`src/rtl/cpu_pkg.sv`:
```
// Shared pipeline definitions: PC-source encodings, NOP word, fetch FSM states
// and the IF/ID payload record.
package cpu_pkg;

  localparam int unsigned XLEN   = 32;
  localparam int unsigned JIDX_W = 26;

  localparam logic [1:0] PCSRC_SEQ    = 2'b00;
  localparam logic [1:0] PCSRC_BRANCH = 2'b01;
  localparam logic [1:0] PCSRC_JUMP   = 2'b10;

  localparam logic [XLEN-1:0] NOP_INST = 32'h0000_0000;
  localparam logic [XLEN-1:0] PC_STEP  = 32'd4;

  typedef enum logic [1:0] {
    FETCH = 2'b00,
    HOLD  = 2'b01,
    DRAIN = 2'b10
  } fetch_state_t;

  typedef struct packed {
    logic [XLEN-1:0] inst;
    logic [XLEN-1:0] pc4;
  } ifid_word_t;

  // Jump destination: region bits of the jump's own pc+4, word index below.
  function automatic logic [XLEN-1:0] jump_target(input logic [XLEN-1:0]   pc4,
                                                  input logic [JIDX_W-1:0] idx);
    return {pc4[XLEN-1:XLEN-4], idx, 2'b00};
  endfunction

endpackage

```
`src/rtl/fetch_skid_buf.sv`:
```
// One-entry holding buffer for a fetched {inst, pc4} that ID could not accept.
module fetch_skid_buf
  import cpu_pkg::*;
(
  input  logic       clk,
  input  logic       rst,
  input  logic       load_i,
  input  logic       unload_i,
  input  logic       clear_i,
  input  ifid_word_t data_i,
  output logic       full_o,
  output ifid_word_t data_o
);

  logic       full_q, full_d;
  ifid_word_t data_q, data_d;

  // Clear wins over load, load wins over unload.
  always_comb begin
    full_d = full_q;
    data_d = data_q;
    if (clear_i) begin
      full_d = 1'b0;
      data_d = '0;
    end else if (load_i) begin
      full_d = 1'b1;
      data_d = data_i;
    end else if (unload_i) begin
      full_d = 1'b0;
    end
  end

  always_ff @(posedge clk) begin
    if (rst) begin
      full_q <= 1'b0;
      data_q <= '0;
    end else begin
      full_q <= full_d;
      data_q <= data_d;
    end
  end

  assign full_o = full_q;
  assign data_o = data_q;

endmodule

```
`src/rtl/fetch_stage.sv`:
```
// Instruction-fetch stage: PC, imem request handshake, redirect/squash handling
// and the IF/ID register, with a skid entry covering ID stalls.
module fetch_stage
  import cpu_pkg::*;
#(
  parameter logic [31:0] RESET_PC = 32'h0000_0000
) (
  input  logic        clk,
  input  logic        rst,
  input  logic        stall_en,
  input  logic [1:0]  pcsource,
  input  logic [31:0] branch_target,
  input  logic [25:0] jump_index,
  output logic        imem_req,
  output logic [31:0] imem_addr,
  input  logic        imem_ready,
  input  logic [31:0] imem_rdata,
  output logic        id_valid,
  output logic [31:0] id_inst,
  output logic [31:0] id_pc4
);

  fetch_state_t    state_q, state_d;
  logic [XLEN-1:0] pc_q, pc_d;
  logic [XLEN-1:0] drain_addr_q, drain_addr_d;
  logic            id_valid_q, id_valid_d;
  logic [XLEN-1:0] id_inst_q, id_inst_d;
  logic [XLEN-1:0] id_pc4_q, id_pc4_d;

  logic            branch_c;
  logic            jump_c;
  logic            redirect_c;
  logic [XLEN-1:0] target_c;
  logic [XLEN-1:0] pc_plus4_c;
  logic            id_accept_c;

  logic            skid_load;
  logic            skid_unload;
  logic            skid_clear;
  logic            skid_full;
  ifid_word_t      skid_in;
  ifid_word_t      skid_out;

  // Branches resolve in MEM and override a stall; jumps from ID obey it.
  always_comb begin
    branch_c = 1'b0;
    jump_c   = 1'b0;
    case (pcsource)
      PCSRC_SEQ:    ;
      PCSRC_BRANCH: branch_c = 1'b1;
      PCSRC_JUMP:   jump_c   = !stall_en;
      default:      ;
    endcase
  end

  assign redirect_c  = branch_c || jump_c;
  assign target_c    = branch_c ? branch_target : jump_target(id_pc4_q, jump_index);
  assign pc_plus4_c  = pc_q + PC_STEP;
  assign id_accept_c = !stall_en || !id_valid_q;
  assign skid_in     = '{inst: imem_rdata, pc4: pc_plus4_c};

  always_comb begin
    state_d      = state_q;
    pc_d         = pc_q;
    drain_addr_d = drain_addr_q;
    id_valid_d   = id_valid_q;
    id_inst_d    = id_inst_q;
    id_pc4_d     = id_pc4_q;
    skid_load    = 1'b0;
    skid_unload  = 1'b0;
    skid_clear   = 1'b0;

    // An unstalled ID consumes its word each cycle; refill with a bubble.
    if (!stall_en) begin
      id_valid_d = 1'b0;
      id_inst_d  = NOP_INST;
    end

    case (state_q)
      FETCH: begin
        if (redirect_c) begin
          if (!imem_ready) begin
            state_d      = DRAIN;
            drain_addr_d = pc_q;
          end
        end else if (imem_ready) begin
          pc_d = pc_plus4_c;
          if (id_accept_c) begin
            id_valid_d = 1'b1;
            id_inst_d  = imem_rdata;
            id_pc4_d   = pc_plus4_c;
          end else begin
            skid_load = 1'b1;
            state_d   = HOLD;
          end
        end
      end

      HOLD: begin
        if (redirect_c) begin
          state_d = FETCH;
        end else if (!stall_en) begin
          id_valid_d  = skid_full;
          id_inst_d   = skid_out.inst;
          id_pc4_d    = skid_out.pc4;
          skid_unload = 1'b1;
          state_d     = FETCH;
        end
      end

      DRAIN: begin
        // The outstanding word belongs to the squashed path and is dropped.
        if (imem_ready) begin
          state_d = FETCH;
        end
      end

      default: state_d = FETCH;
    endcase

    if (redirect_c) begin
      pc_d       = target_c;
      id_valid_d = 1'b0;
      id_inst_d  = NOP_INST;
      skid_clear = 1'b1;
    end
  end

  always_ff @(posedge clk) begin
    if (rst) begin
      state_q      <= FETCH;
      pc_q         <= RESET_PC;
      drain_addr_q <= RESET_PC;
      id_valid_q   <= 1'b0;
      id_inst_q    <= NOP_INST;
      id_pc4_q     <= '0;
    end else begin
      state_q      <= state_d;
      pc_q         <= pc_d;
      drain_addr_q <= drain_addr_d;
      id_valid_q   <= id_valid_d;
      id_inst_q    <= id_inst_d;
      id_pc4_q     <= id_pc4_d;
    end
  end

  fetch_skid_buf u_skid (
    .clk      (clk),
    .rst      (rst),
    .load_i   (skid_load),
    .unload_i (skid_unload),
    .clear_i  (skid_clear),
    .data_i   (skid_in),
    .full_o   (skid_full),
    .data_o   (skid_out)
  );

  // Request is decoded from state so a zero-wait memory can answer in the same cycle.
  assign imem_req  = !rst && (state_q != HOLD);
  assign imem_addr = (state_q == DRAIN) ? drain_addr_q : pc_q;
  assign id_valid  = id_valid_q;
  assign id_inst   = id_inst_q;
  assign id_pc4    = id_pc4_q;

endmodule

```
`config.mk`:
```
export PLATFORM = sky130hd
export DESIGN_NAME = fetch_stage
export DESIGN_NICKNAME = d
export VERILOG_FILES = /design/src/rtl/cpu_pkg.sv /design/src/rtl/fetch_skid_buf.sv /design/src/rtl/fetch_stage.sv
export SDC_FILE = /design/constraint.sdc
export NUM_CORES = 1
export LEC_CHECK = 0
export CAP_MARGIN = 0
export CORE_UTILIZATION = 46
export CTS_CLUSTER_DIAMETER = 30
export CTS_CLUSTER_SIZE = 24
export DETAILED_ROUTE_END_ITERATION = 10
export PLACE_DENSITY = 0.86
export RECOVER_POWER = 25
export SLEW_MARGIN = 25
export SYNTH_ARGS = -nofsm -noshare
export SYNTH_HDL_FRONTEND = slang
export SYNTH_SLANG_ARGS = --single-unit
```
`constraint.sdc`:
```
create_clock -name clk -period 2.6 [get_ports clk]
set_clock_uncertainty 0.15 [all_clocks]
set_input_delay 0.78 -clock clk [delete_from_list [all_inputs] [get_ports clk]]
set_output_delay 0.78 -clock clk [all_outputs]
set_load 0.05 [all_outputs]
```
==> results of run 1 <==
-- layout by cell type (no fill, tap or decap), types with 21 or more instances in the layout --
cell type | netlist | routed
o21ai_0 | 43 | 39
nand2_1 | 210 | 204
dfxtp_1 | 196 | 195
a22oi_1 | 21 | 21
a21oi_1 | 123 | 123
o22ai_1 | 26 | 26
buf_12 | 0 | 46
nand4_1 | 22 | 22
nand3_1 | 30 | 30
nor2_1 | 78 | 77
xor2_1 | 23 | 23
clkdlybuf4s50_1 | 0 | 125
clkbuf_1 | 78 | 26
xnor2_1 | 27 | 27
buf_4 | 9 | 85
-- through the flow --
step                TNS, ns  std cells
floorplan             -1.10       1135
global placement     -28.62       1584
detailed placement   -36.08       1584
CTS                   -3.59       1622
global route         -21.07       1627
finish                -5.70       1627
-- area by class of cell --
class	instances	area, um2	share of cell area (%)
timing repair buffer	306	3160	24.2
clock buffer	17	425	3.26
clock inverter	15	230	1.77
inverter	8	30.0	0.230
multi-input combinational	820	4940	37.9
sequential	196	3930	30.1
tap	265	332	2.54
-- synthesized netlist by cell type, types with 9 or more instances --
master,n,area (um2)
o21ai_0,43,215
buf_4,9,67.6
nor4_1,13,81.3
nand3_1,30,150
nand2_1,210,788
a211oi_1,16,120
xor2_1,23,201
xnor2_1,27,236
a222oi_1,20,200
and2_1,13,81.3
a2bb2oi_1,9,78.8
and3_1,13,81.3
a21oi_1,123,616
o211ai_1,11,82.6
clkbuf_1,78,293
nand4_1,22,138
nor3_1,14,70.1
o22ai_1,26,163
nand2b_1,11,68.8
a22oi_1,21,158
buf_2,19,95.1
mux2_2,29,327
nor2_1,78,293
dfxtp_1,196,3920
-- critical path, cell delays in order (launching register included) --
cell	delay [ns]
dfxtp_2	0.35
inv_2	0.05
nor2_4	0.18
buf_4	0.15
buf_12	0.15
mux2_4	0.35
buf_12	0.16
-- sequential cells by signal, summed over array words and instances (netlist names) --
name and count:
u_skid.full_o 1, state_q 2, id_pc4 32, id_valid 1
drain_addr_q 32, pc_q 32, id_inst 32, u_skid.data_o 64
-- per-layer routing --
layer / vias to the layer above / global-route usage, %
li1: 4465 / -
met1: 4620 / 35.8
met2: 605 / 51.6
met3: 124 / 8.13
met4: 0 / 16.6
met5: - / 0
-- power groups by stage --
stage | sequential, W | clock (W) | combinational, W
after floorplan | 0.00340 | 0 | 0.000656
after global placement | 0.00326 | 0 | 0.00147
after detailed placement | 0.00327 | 0 | 0.00149
after CTS | 0.00320 | 0.00286 | 0.00153
after global routing | 0.00322 | 0.00299 | 0.00161
final | 0.00321 | 0.00285 | 0.00154
-- kinds of logic (layout without fill, tap and decap cells) --
group | after synthesis | count (layout) | synth area share [%]
muxes | 29 | 29 | 3.55
and+or+nand+nor | 433 | 433 | 22.1
buffers and inverters | 119 | 346 | 5.49
xor gates and xnor gates | 50 | 50 | 4.77
adders and majority gates | 1 | 1 | 0.136
DFF | 196 | 196 | 42.7
AOI/OAI and AO/OA | 307 | 307 | 21.3
-- final timing paths --
kind / start / to / slack (ns) / cells after the start
max: state_q[1]$_SDFFE_PP0P_ / imem_addr[31] / -0.18 / 6
min: u_skid.data_o[39]$_SDFFE_PP0P_ / u_skid.data_o[39]$_SDFFE_PP0P_ / 0.31 / 2
max reg2reg: pc_q[2]$_SDFFE_PP0P_ / pc_q[22]$_SDFFE_PP0P_ / 0.01 / 7
min reg2reg: u_skid.data_o[39]$_SDFFE_PP0P_ / u_skid.data_o[39]$_SDFFE_PP0P_ / 0.31 / 2
-- timing repair --
| item | 4_1_cts | 5_1_grt |
|---|---|---|
| endpoints found under the setup margin | 40 | 60 |
| resized for setup | 29 | 54 |
| cloned | 3 | 1 |
| buffers inserted | 3 | 5 |
| pin swaps | 1 | 1 |
==> impl_results.md, run 1 <==
- Status: finished with violations
- Failing checks: setup timing
- Later-pin clock latency in the skew report: 0.46 ns
- Fill count: 1466
- DR pass1 iterations: 7
- Max_cap viols: 0
- Antenna fix cells: 0
- Avg Inst Size Synth: 8.09 um2
- CP required: 1.67 ns
- Via density: 6.03
- Setup crit start kind: flip-flop
- CTS Hold Buffers Added: 0
- Final WL: 31700 um
- Design Area, Final: 13000 um2
- Max-Slew Margin vs Limit: 55.7%
- Syn-to-layout area delta: 41.9%
- Max VDD drop: 513 uV
- P per Cell Area: 583 nW/um2
- Distinct cells, synth: 57
- Met3 Routed Length: 3190 um
- Initial core utilization: 47.1%
- GR Overflow Total: 0
- Max-slew violations: 0
- Final GP Congestion: 0.941
- Post-synth ARST share: 0%
- Share of layout cells above drive strength 1: 17.8%
- Drt wl/cell: 19.5 um
- Io pins: 194
- Setup Viol. Count Final: 103
- Antenna violations before repair: 0
- Post-synthesis sequential area ratio: 42.7%
- Flop pwr share: 42.2%
- Synthesized area: 9190 um2
- Top layer used by detailed routing: met4
- Hold Fails Final Rpt: 0
- Number of port buffers: 193
- Ys Warns: 0
- GRT Total Usage: 30.8%
- Met2 WL post-DR: 15200 um
- Setup WS pre-CTS: -0.386 ns
- Antenna Nets Post-Route: 0
- Crit path DAT: 1.85 ns
- Die Ht: 143 um
- Final Cycle Share: 107%
- Clock Power Share: 37.5%
- WS Path Type: flip-flop to output pin
- RSZ-0062 raised after global routing: yes
- EDFF count, synth: 0
- Vias in the first global route: 9613
- Clk root buf: clkbuf_16
- H-tree depth: 4
- First-pass GRT wire length: 49000 um
- Leak pwr: 4.69 nW
- Post-route setup slack: -0.175 ns
- CTS Buffer Depth: 2
- Total CTS buffers: 17
- Min Hold Slack: 0.307 ns
- Final HPWL DP: 20800 um
- Synth Register Bits: 196
- DR iter-0 viols: 1264
- Sw Pwr: 0.00246 W
- Metal-1 WL: 11900 um
- Clock transition at path regs: 0.08 ns
- Largest net degree at the start of global routing: 96
- Cells after synthesis: 1135
- Critical path peak fanout: 9
- Int Power: 0.00514 W
- Core region area: 19500 um2
- Sw Ratio: 32.4%
- Power, Total: 0.00760 W
- Comb power frac: 20.3%
- Routed vias: 9814
- Fin util: 66.8%
- Most common flop cell mapped by yosys: dfxtp_1
- Drt drc: 0
- Num Clock Sinks: 196
- Min Tclk post-route: 2.78 ns
- Syn Nets: 1232
- CTS tree: done
- Fmax: 360 MHz
- CP Capture Type: output pin
- Post-placement cell area: 12300 um2
- Cell Rows: 51
- # nets final: 1446
- Die ar.: 20500 um2
- Worst Tran Pin Value: 0.668 ns
- Die Wd: 143 um
- HP Class: flip-flop to flip-flop
Note: power is estimated with default switching activity, not from simulation.
==> run 2: changes to the inputs <==
- GPL_ROUTABILITY_DRIVEN: not set -> 0
==> impl_results.md, run 2 (synthesis gave the netlist of run 1 again) <==
- Status: finished with violations (unchanged)
- Failing checks: setup timing (unchanged)
- CTS Buffer Depth: 2 (unchanged)
- Drt wl/cell: 20.8 um (was 19.5 um)
- Crit path DAT: 1.85 ns (about the same)
- CP Capture Type: output pin (unchanged)
- Antenna violations before repair: 1 (was 0)
- Number of port buffers: 193 (unchanged)
- Routed vias: 10100 (was 9814)
- Max-slew violations: 0 (unchanged)
- CP max stage cell: mux2_2 (was dfxtp_2)
- Placed cell count: 1580 (was 1584)
- Final Cycle Share: 107% (about the same)
- Leak pwr: 4.68 nW (was 4.69 nW)
- Worst path top cell family by delay: buffers and inverters (unchanged)
- Final HPWL DP: 20900 um (was 20800 um)
- Top cell by count, worst path: buf_12 (unchanged)
- Core region area: 19500 um2 (unchanged)
- Min Tclk post-route: 2.78 ns (about the same)
- Max-Slew Margin vs Limit: 56.8% (was 55.7%)
- Max incr delay on CP: 0.37 ns (was 0.35 ns)
- Io pins: 194 (unchanged)
- Final setup TNS: -12.58 ns (was -5.70 ns)
- Antenna Nets Post-Route: 0 (unchanged)
- Post-route setup slack: -0.176 ns (was -0.175 ns)
- Num Clock Sinks: 196 (unchanged)
- Hold Fails Final Rpt: 0 (unchanged)
- GRT Max-Usage Layer: met2 (unchanged)
- Die ar.: 20500 um2 (unchanged)
- Final WL: 33900 um (was 31700 um)
- Max reg flops: 64 (unchanged)
- Die Ht: 143 um (unchanged)
- P per Cell Area: 573 nW/um2 (was 583 nW/um2)
- Crit path cell chain: inv_2 > nor2_4 > buf_4 > buf_12 > mux2_2 > buf_12 (was inv_2 > nor2_4 > buf_4 > buf_12 > mux2_4 > buf_12)
- Critical path peak fanout: 9 (unchanged)
- Setup crit start kind: flip-flop (unchanged)
- Cell Rows: 51 (unchanged)
- # nets final: 1445 (was 1446)
- M1 GR Usage: 35.6% (was 35.8%)
- Setup WS pre-CTS: -0.389 ns (was -0.386 ns)
- Fin util: 67.2% (was 66.8%)
- Clk root buf: clkbuf_16 (unchanged)
- Share of layout cells above drive strength 1: 17.6% (was 17.8%)
- Most common cell after layout, fill and taps aside: nand2_1 (unchanged)
- Later-pin clock latency in the skew report: 0.45 ns (was 0.46 ns)
- Die Wd: 143 um (unchanged)
- GR Layer Usage met3: 10.1% (was 8.13%)
- CTS tree: done (unchanged)
- Worst Tran Pin Value: 0.647 ns (was 0.668 ns)
- Largest net degree at the start of global routing: 95 (was 96)
- Antenna fix cells: 0 (unchanged)
- DR pass1 iterations: 10 (was 7)
- Syn-to-layout area delta: 42.9% (was 41.9%)
- Initial core utilization: 47.1% (unchanged)
- H-tree depth: 4 (unchanged)
- WS Path Type: flip-flop to output pin (unchanged)
- First-pass GRT wire length: 49900 um (was 49000 um)
- GR Util met2: 52.7% (was 51.6%)
- Drt drc: 0 (unchanged)
- R2R Setup Slk: -0.01 ns (was 0.01 ns)
- Most frequent cells in the layout: nand2_1 (207), dfxtp_1 (194), clkdlybuf4s50_1 (133) (was nand2_1 (204), dfxtp_1 (195), clkdlybuf4s50_1 (125))
- RSZ-0062 raised after global routing: yes (unchanged)
- Max VDD drop: 499 uV (was 513 uV)
- Max_cap viols: 0 (unchanged)
- Fmax: 360 MHz (about the same)
- WP buf/inv: 4 (unchanged)
- Via density: 6.24 (was 6.03)
- Vias in the first global route: 9629 (was 9613)
- Total CTS buffers: 17 (unchanged)
- GR Overflow Total: 0 (unchanged)
- Clock transition at path regs: 0.08 ns (about the same)
- GRT Total Usage: 31.3% (was 30.8%)
- Setup Viol. Count Final: 145 (was 103)
- HP Class: flip-flop to flip-flop (unchanged)
- CP required: 1.67 ns (about the same)
- Non-filler instance count after layout: 1626 (was 1627)
- DR iter-0 viols: 1558 (was 1264)
[run 2: cell types whose count changed in the layout (fill, tap and decap cells not counted), moves of 3 or more]
cell and change:
nand2_1 +3, inv_12 -3, mux2_2 -7, inv_8 +5
mux2_4 +7, clkdlybuf4s50_1 +8, buf_6 -4, clkbuf_1 -5
buf_12 +4, dlygate4sd2_1 -5
[run 2: final cells by class]
class / count / area, um2
clock buffer: 17 / 425
clock inverter: 15 / 193
fill: 1432 / 6400
inverter: 8 / 30.0
multi-input combinational: 821 / 4960
sequential: 196 / 3930
tap: 265 / 332
timing repair buffer: 304 / 3260
[run 2: metrics by stage]
stage	hold WS, ns	total power [W]	cell area [um2]
6_report	0.305	0.00753	13100
5_1_grt	0.328	0.00774	13100
4_1_cts	0.303	0.00750	13100
3_5_place_dp	0.292	0.00477	12300
3_3_place_gp	0.287	0.00474	12300
2_1_floorplan	0.281	0.00406	9190
[run 2: what timing repair did]
action	4_1_cts	5_1_grt
pin swaps	1	2
hold endpoints to repair	0	0
hold buffers	0	0
gates resized for setup	29	51
setup endpoints to repair	33	78
buffers inserted	4	5
cloned	4	2
[run 2: layer usage]
layer	part of all wire, %	wire length (um)
met2	48	16200
met4	5.3	1780
met1	36	12100
met3	11	3810
met5	0	0
[run 2: worst paths after layout]
check | startpoint | to | cells after the start
worst max-delay path | state_q[1]$_SDFFE_PP0P_ | imem_addr[30] | 6
worst min-delay path | u_skid.data_o[32]$_SDFFE_PP0P_ | u_skid.data_o[32]$_SDFFE_PP0P_ | 2
worst min register to register | u_skid.data_o[32]$_SDFFE_PP0P_ | u_skid.data_o[32]$_SDFFE_PP0P_ | 2
worst max register to register | pc_q[12]$_SDFFE_PP0P_ | id_pc4[22]$_SDFFE_PP0P_ | 6
[run 2: power breakdown]
group,internal (W),switching (W)
sequential,0.00311,0.000107
clock,0.00133,0.00140
combinational,0.000684,0.000901
[run 2: tightest hold or removal path, stage by stage, from the launching register on]
cell     delay (ns)
dfxtp_1        0.31
nand2_1        0.05
a21oi_1        0.05
